## src/rtl/adsb_ts_packer.sv

```systemverilog
// rtl/adsb_ts_packer.sv - PPS timestamp to drift-corrected nanosecond word packer with output FIFO
module adsb_ts_packer #(
    parameter int UTC_SECONDS_WIDTH       = 6,
    parameter int COUNT_LAST_SECOND_WIDTH = 26,
    parameter int DRIFT_COUNT_WIDTH       = 13,
    parameter int NOMINAL_CYCLES_PER_SEC  = 61_440_000,
    parameter int DRIFT_LIMIT             = 2048,
    parameter int FIFO_DEPTH              = 8
) (
    input  logic                               clk,
    input  logic                               rst,
    input  logic                               ts_ready,
    input  logic [UTC_SECONDS_WIDTH-1:0]       ts_utc_seconds,
    input  logic [COUNT_LAST_SECOND_WIDTH-1:0] ts_clk_counter,
    input  logic [DRIFT_COUNT_WIDTH-1:0]       ts_drift,
    input  logic                               rd_en,
    output logic [63:0]                        rd_data,
    output logic                               empty,
    output logic                               full,
    output logic [15:0]                        drop_count,
    input  logic                               clear_drops,
    output logic                               busy
);
    localparam int CW     = COUNT_LAST_SECOND_WIDTH;
    localparam int NS_W   = 30;
    localparam int PROD_W = CW + NS_W;
    localparam int DIV_W  = 27;
    localparam int AW     = $clog2(FIFO_DEPTH);

    typedef enum logic [1:0] {S_IDLE, S_LOAD, S_DIV, S_PUSH} state_t;

    state_t                       state_q;
    logic [UTC_SECONDS_WIDTH-1:0] sec_q, pend_sec_q;
    logic [CW-1:0]                cnt_q, pend_cnt_q;
    logic [DRIFT_COUNT_WIDTH-1:0] drift_q, pend_drift_q;
    logic                         pend_valid_q;
    logic [DIV_W-1:0]             div_q, rem_q;
    logic [NS_W-1:0]              lo_q, quo_q;
    logic [4:0]                   iter_q;
    logic                         sat_q, bad_q;

    logic [AW:0]                  wr_ptr_q, rd_ptr_q, wr_ptr_d, rd_ptr_d;
    logic                         empty_q, full_q;
    logic [63:0]                  mem_q [FIFO_DEPTH];
    logic [15:0]                  drop_q;

    logic signed [31:0] drift_ext;
    logic               drift_bad_c;
    logic [DIV_W-1:0]   div_c;
    logic [PROD_W-1:0]  prod_c;
    logic [DIV_W:0]     trial;
    logic               ge;
    logic [DIV_W-1:0]   diff;
    logic [63:0]        word_c;

    assign drift_ext   = 32'($signed(drift_q));
    assign drift_bad_c = (drift_ext > DRIFT_LIMIT) || (drift_ext < -DRIFT_LIMIT);
    assign div_c       = drift_bad_c ? DIV_W'(NOMINAL_CYCLES_PER_SEC)
                                     : DIV_W'(NOMINAL_CYCLES_PER_SEC) + DIV_W'(drift_ext);
    assign prod_c      = PROD_W'(cnt_q) * PROD_W'(1_000_000_000);

    // Restoring step: shift in the next product bit, subtract when the divisor fits.
    assign trial = {rem_q, lo_q[NS_W-1]};
    assign ge    = trial >= {1'b0, div_q};
    assign diff  = trial[DIV_W-1:0] - div_q;
    assign word_c = {sec_q, sat_q, bad_q, cnt_q, sat_q ? NS_W'(999_999_999) : quo_q};

    logic idle_c, push_cyc, take_direct, take_pend, strobe_drop;
    logic pop, fifo_wr, fifo_drop;

    assign idle_c      = (state_q == S_IDLE);
    assign push_cyc    = (state_q == S_PUSH);
    assign busy        = !idle_c;
    assign take_direct = ts_ready && (idle_c || (push_cyc && !pend_valid_q));
    assign take_pend   = ts_ready && busy && !take_direct && (!pend_valid_q || push_cyc);
    assign strobe_drop = ts_ready && !take_direct && !take_pend;

    assign pop       = rd_en && !empty_q;
    assign fifo_wr   = push_cyc && (!full_q || pop);
    assign fifo_drop = push_cyc && full_q && !pop;

    always_ff @(posedge clk or posedge rst) begin
        if (rst) begin
            state_q      <= S_IDLE;
            sec_q        <= '0;
            cnt_q        <= '0;
            drift_q      <= '0;
            pend_valid_q <= 1'b0;
            pend_sec_q   <= '0;
            pend_cnt_q   <= '0;
            pend_drift_q <= '0;
            div_q        <= '0;
            rem_q        <= '0;
            lo_q         <= '0;
            quo_q        <= '0;
            iter_q       <= '0;
            sat_q        <= 1'b0;
            bad_q        <= 1'b0;
        end else begin
            if (take_pend) begin
                pend_valid_q <= 1'b1;
                pend_sec_q   <= ts_utc_seconds;
                pend_cnt_q   <= ts_clk_counter;
                pend_drift_q <= ts_drift;
            end else if (push_cyc && pend_valid_q) begin
                pend_valid_q <= 1'b0;
            end
            case (state_q)
                S_IDLE: begin
                    if (take_direct) begin
                        sec_q   <= ts_utc_seconds;
                        cnt_q   <= ts_clk_counter;
                        drift_q <= ts_drift;
                        state_q <= S_LOAD;
                    end
                end
                S_LOAD: begin
                    div_q   <= div_c;
                    bad_q   <= drift_bad_c;
                    sat_q   <= DIV_W'(cnt_q) >= div_c;
                    rem_q   <= DIV_W'(prod_c[PROD_W-1:NS_W]);
                    lo_q    <= prod_c[NS_W-1:0];
                    quo_q   <= '0;
                    iter_q  <= '0;
                    state_q <= S_DIV;
                end
                S_DIV: begin
                    rem_q  <= ge ? diff : trial[DIV_W-1:0];
                    lo_q   <= {lo_q[NS_W-2:0], 1'b0};
                    quo_q  <= {quo_q[NS_W-2:0], ge};
                    iter_q <= iter_q + 5'd1;
                    if (iter_q == 5'(NS_W - 1)) state_q <= S_PUSH;
                end
                default: begin
                    if (pend_valid_q) begin
                        sec_q   <= pend_sec_q;
                        cnt_q   <= pend_cnt_q;
                        drift_q <= pend_drift_q;
                        state_q <= S_LOAD;
                    end else if (take_direct) begin
                        sec_q   <= ts_utc_seconds;
                        cnt_q   <= ts_clk_counter;
                        drift_q <= ts_drift;
                        state_q <= S_LOAD;
                    end else begin
                        state_q <= S_IDLE;
                    end
                end
            endcase
        end
    end

    assign wr_ptr_d = wr_ptr_q + {{AW{1'b0}}, fifo_wr};
    assign rd_ptr_d = rd_ptr_q + {{AW{1'b0}}, pop};

    always_ff @(posedge clk or posedge rst) begin
        if (rst) begin
            wr_ptr_q <= '0;
            rd_ptr_q <= '0;
            empty_q  <= 1'b1;
            full_q   <= 1'b0;
        end else begin
            wr_ptr_q <= wr_ptr_d;
            rd_ptr_q <= rd_ptr_d;
            empty_q  <= (wr_ptr_d == rd_ptr_d);
            full_q   <= (wr_ptr_d[AW] != rd_ptr_d[AW]) && (wr_ptr_d[AW-1:0] == rd_ptr_d[AW-1:0]);
        end
    end

    always_ff @(posedge clk) begin
        if (fifo_wr) mem_q[wr_ptr_q[AW-1:0]] <= word_c;
    end

    always_ff @(posedge clk or posedge rst) begin
        if (rst) begin
            drop_q <= '0;
        end else if (clear_drops) begin
            drop_q <= '0;
        end else if ((strobe_drop || fifo_drop) && (drop_q != 16'hFFFF)) begin
            drop_q <= drop_q + 16'd1;
        end
    end

    assign rd_data    = empty_q ? '0 : mem_q[rd_ptr_q[AW-1:0]];
    assign empty      = empty_q;
    assign full       = full_q;
    assign drop_count = drop_q;
endmodule

```

## config.mk

```make
export PLATFORM = sky130hd
export DESIGN_NAME = adsb_ts_packer
export DESIGN_NICKNAME = d
export VERILOG_FILES = /design/src/rtl/adsb_ts_packer.sv
export SDC_FILE = /design/constraint.sdc
export NUM_CORES = 2
export LEC_CHECK = 0
export ABC_CLOCK_PERIOD_IN_PS = 7100
export BUFFER_PORTS_ARGS = -buffer_cell sky130_fd_sc_hd__buf_2
export CAP_MARGIN = 20
export CORE_ASPECT_RATIO = 0.6
export CORE_MARGIN = 5
export CORE_UTILIZATION = 35
export DETAILED_ROUTE_END_ITERATION = 12
export GPL_TIMING_DRIVEN = 1
export PLACE_DENSITY = 0.53
export SETUP_SLACK_MARGIN = 0.05
export SLEW_MARGIN = 20
export SYNTH_ARGS = -nofsm -noshare
export SYNTH_HDL_FRONTEND = slang
export SYNTH_SLANG_ARGS = --single-unit
```

## constraint.sdc

```tcl
create_clock -name clk -period 7.1 [get_ports clk]
set_input_delay 0.71 -clock clk [delete_from_list [all_inputs] [get_ports clk]]
set_output_delay 0.71 -clock clk [all_outputs]
set_load 0.1 [all_outputs]
```

==> run metrics <==
Vias roughly 25k; Reg clk slew, reported paths 0.07 ns; final net count between 3k and 4k; Syn Area/Cell ~13 µm²; maxcap violations 0; Worst path top cell family by delay adder cells; first-pass GRT wire length 169000 µm; Worst Skew roughly 0.045 ns; TritonCTS Buffers 73; I/O Pins 133; Mapped Area around 42000 µm²; CTS max path bufs 3; worst r2r src cnt_q[4]; Root Driver clkbuf_16; crit path capture type flop; worst path arrival time 7.31 ns; Main synth FF type edfxtp_1; Via density 5.07; Die Span X 458 µm; CTS tree yes; average wire per standard cell 22.4 µm; fin util 0.400; post-synth cell types 75; commonest non-fill, non-tap cell in the layout edfxtp_1; Hold/Removal Path Class in -> async; max_slew headroom 0.300; pre-CTS setup slack -0.0544 ns; CP Class reg -> reg; minimum clock period just under 7 ns; die span in y 279 µm; RSZ-0062 raised after global routing yes; H-tree levels 3; synth-to-layout area growth 13.4%; Detailed Place HPWL around 80000 µm; pin count of the biggest net entering global routing 110; vias in the first global route 25.5k; Critical Path RT 7.64 ns; die footprint between 100000 and 150000 µm²; max incr delay on CP 0.55 ns; post-route ant nets 0; fmax approximately 150 MHz; total track usage 0.176; EDFF count, synth 512; Cells after Synth 3163; GP Congestion 0.944; top cells by area, synth edfxtp_1 (37%), dfrtp_1 (13%), fa_1 (12%), ha_1 (8.7%), mux4_2 (6.8%); CTS sink count about 730; final cycle utilization of the critical path 0.953; Setup violations, final 0; worst-margin pin slew 1.05 ns; Syn Nets 3751; Post-synth ARST share 0.300; Slew Limit Fails 0; row count 98; Worst-Skew Late Latency 0.69 ns; Worst path slowest cell fa_1; initial core utilization 0.353; crit path cell chain buf_6 -> ha_1 -> fa_1 -> inv_1 -> fa_1 -> fa_1 -> fa_1 -> inv_1 -> fa_1 -> fa_1 -> ha_1 -> buf_4 -> nand4_1 -> nor3_1 -> nand3_1 -> nand2_1 -> o21ai_1 -> o31a_1 -> o31ai_4 -> nor2_1 -> or3b_1; RR Endpoint rem_q[25]; CP most frequent cell fa_1; core area ~120000 µm²; Worst Setup Start Kind flop; CP Buf/Inv Count 4; top-area cell type share of the netlist area 0.365; status complete, no violations; CP Max Fanout 16; Yosys reg bits 731; initial antenna violation count 5; count of buffers from port buffering 132; Ys Warns 0; post-synthesis sequential area ratio 0.495; final wirelength 112000 µm; DR pass1 iterations 6; Hold-fix buffers, CTS 0; commonest non-fill, non-tap cells in the layout edfxtp_1 (512), inv_1 (432), ha_1 (285); share of cells above drive strength 1 0.178; r2r setup slk 0.33 ns; Synth area leader edfxtp_1; DRT iter0 DRCs roughly 2.2k; DR DRC count 0; GR Overflow Total 0; min setup slack post-route 0.331 ns; Hold Vio Cnt, Final 0; worst r2r path cells 21
Yosys cell counts, types with 7 or more instances:
| master | count |
|---|---|
| o21bai_1 | 9 |
| o2bb2ai_1 | 25 |
| o31ai_1 | 9 |
| nand2_1 | 109 |
| nor2_1 | 242 |
| or3_1 | 8 |
| ha_1 | 291 |
| nor3_1 | 25 |
| nand3_1 | 49 |
| mux4_2 | 128 |
| buf_1 | 32 |
| or2_2 | 22 |
| nand4_1 | 22 |
| nand2b_1 | 11 |
| mux2_2 | 56 |
| o21ai_0 | 90 |
| o21a_1 | 19 |
| a21oi_1 | 138 |
| a31oi_1 | 12 |
| a211oi_1 | 14 |
| mux2i_1 | 130 |
| dfrtp_1 | 218 |
| a21o_1 | 28 |
| xor2_1 | 35 |
| nor2b_1 | 17 |
| o211ai_1 | 7 |
| and3_1 | 11 |
| fa_1 | 247 |
| edfxtp_1 | 512 |
| inv_1 | 440 |
| clkbuf_1 | 77 |
| o31a_1 | 8 |
| xnor2_1 | 39 |
metal layers:
metal,vias up,global-route usage,wire [µm]
met5,-,0.00879,161
met4,2,0.0325,1680
li1,11600,-,-
met1,13000,0.289,58600
met3,89,0.0594,10100
met2,753,0.217,41500
flip-flops by register name, indices dropped and copies added (netlist names), 4 cells and up:
signal and count:
pend_drift_q 13, pend_sec_q 6, mem_q 512, drop_count 16, lo_q 21, sec_q 6
cnt_q 26, div_q 15, pend_cnt_q 26, drift_q 13, wr_ptr_q 4, iter_q 5
rem_q 27, quo_q 30, rd_ptr_q 4
cells by family after synthesis:
group,synth area share
multiplexers,0.114
buffers and inverters,0.0500
XOR/XNOR,0.0154
adder cells (fa/ha/maj),0.204
AND/OR/NAND/NOR,0.0581
flip-flops,0.495
AO/OA/AOI/OAI,0.0626
worst register-to-register path, cell delays in order, from the launching register on:
cell     delay, ns
dfrtp_1       0.40
buf_6         0.19
ha_1          0.41
fa_1          0.52
inv_1         0.06
fa_1          0.50
fa_1          0.51
fa_1          0.54
inv_1         0.05
fa_1          0.55
fa_1          0.42
ha_1          0.30
buf_4         0.15
nand4_1       0.19
nor3_1        0.19
nand3_1       0.10
nand2_1       0.22
o21ai_1       0.20
o31a_1        0.40
o31ai_4       0.29
nor2_1        0.07
or3b_1        0.34
what timing repair did:
action	4_1_cts	5_1_grt
buffers inserted	0	1
pin swaps	0	2
endpoints found under the setup margin	6	17
resized for setup	2	28
metrics by stage:
stage | cells | hold WS (ns) | setup TNS (ns) | instance area (µm²)
finish | 5012 | 0.224 | 0 | 47700
global route | 5012 | 0.248 | 0 | 47700
CTS | 5009 | 0.212 | 0 | 47600
detailed placement | 4873 | 0.466 | -0.117 | 45200
global placement | 4873 | 0.459 | 0 | 45200
floorplan | 3163 | 0.440 | 0 | 42100
how the worst max path moves through the flow:
stage	slack, ns	start	cells after the start	end
final	0.33	cnt_q[4]	21	rem_q[25]
after global routing	0.02	cnt_q[3]	23	rem_q[25]
after CTS	0.07	cnt_q[5]	21	rem_q[19]
after detailed placement	-0.05	cnt_q[2]	22	rem_q[24]
after global placement	0.03	cnt_q[2]	22	rem_q[24]
after floorplan	0.25	cnt_q[2]	22	rem_q[22]
layout make-up:
| cell class | instances | area [µm²] |
|---|---|---|
| Fill cell | 11200 | 71600 |
| Clock buffer | 93 | 1980 |
| Clock inverter | 43 | 465 |
| Tap cell | 1600 | 2000 |
| Multi-Input combinational cell | 1875 | 19300 |
| Inverter | 441 | 1660 |
| Antenna cell | 1 | 2.50 |
| Sequential cell | 731 | 20900 |
| Timing Repair Buffer | 228 | 1430 |
Power is not shown: default switching activity piles up to over one toggle a cycle in this logic, so the estimate is an artifact.
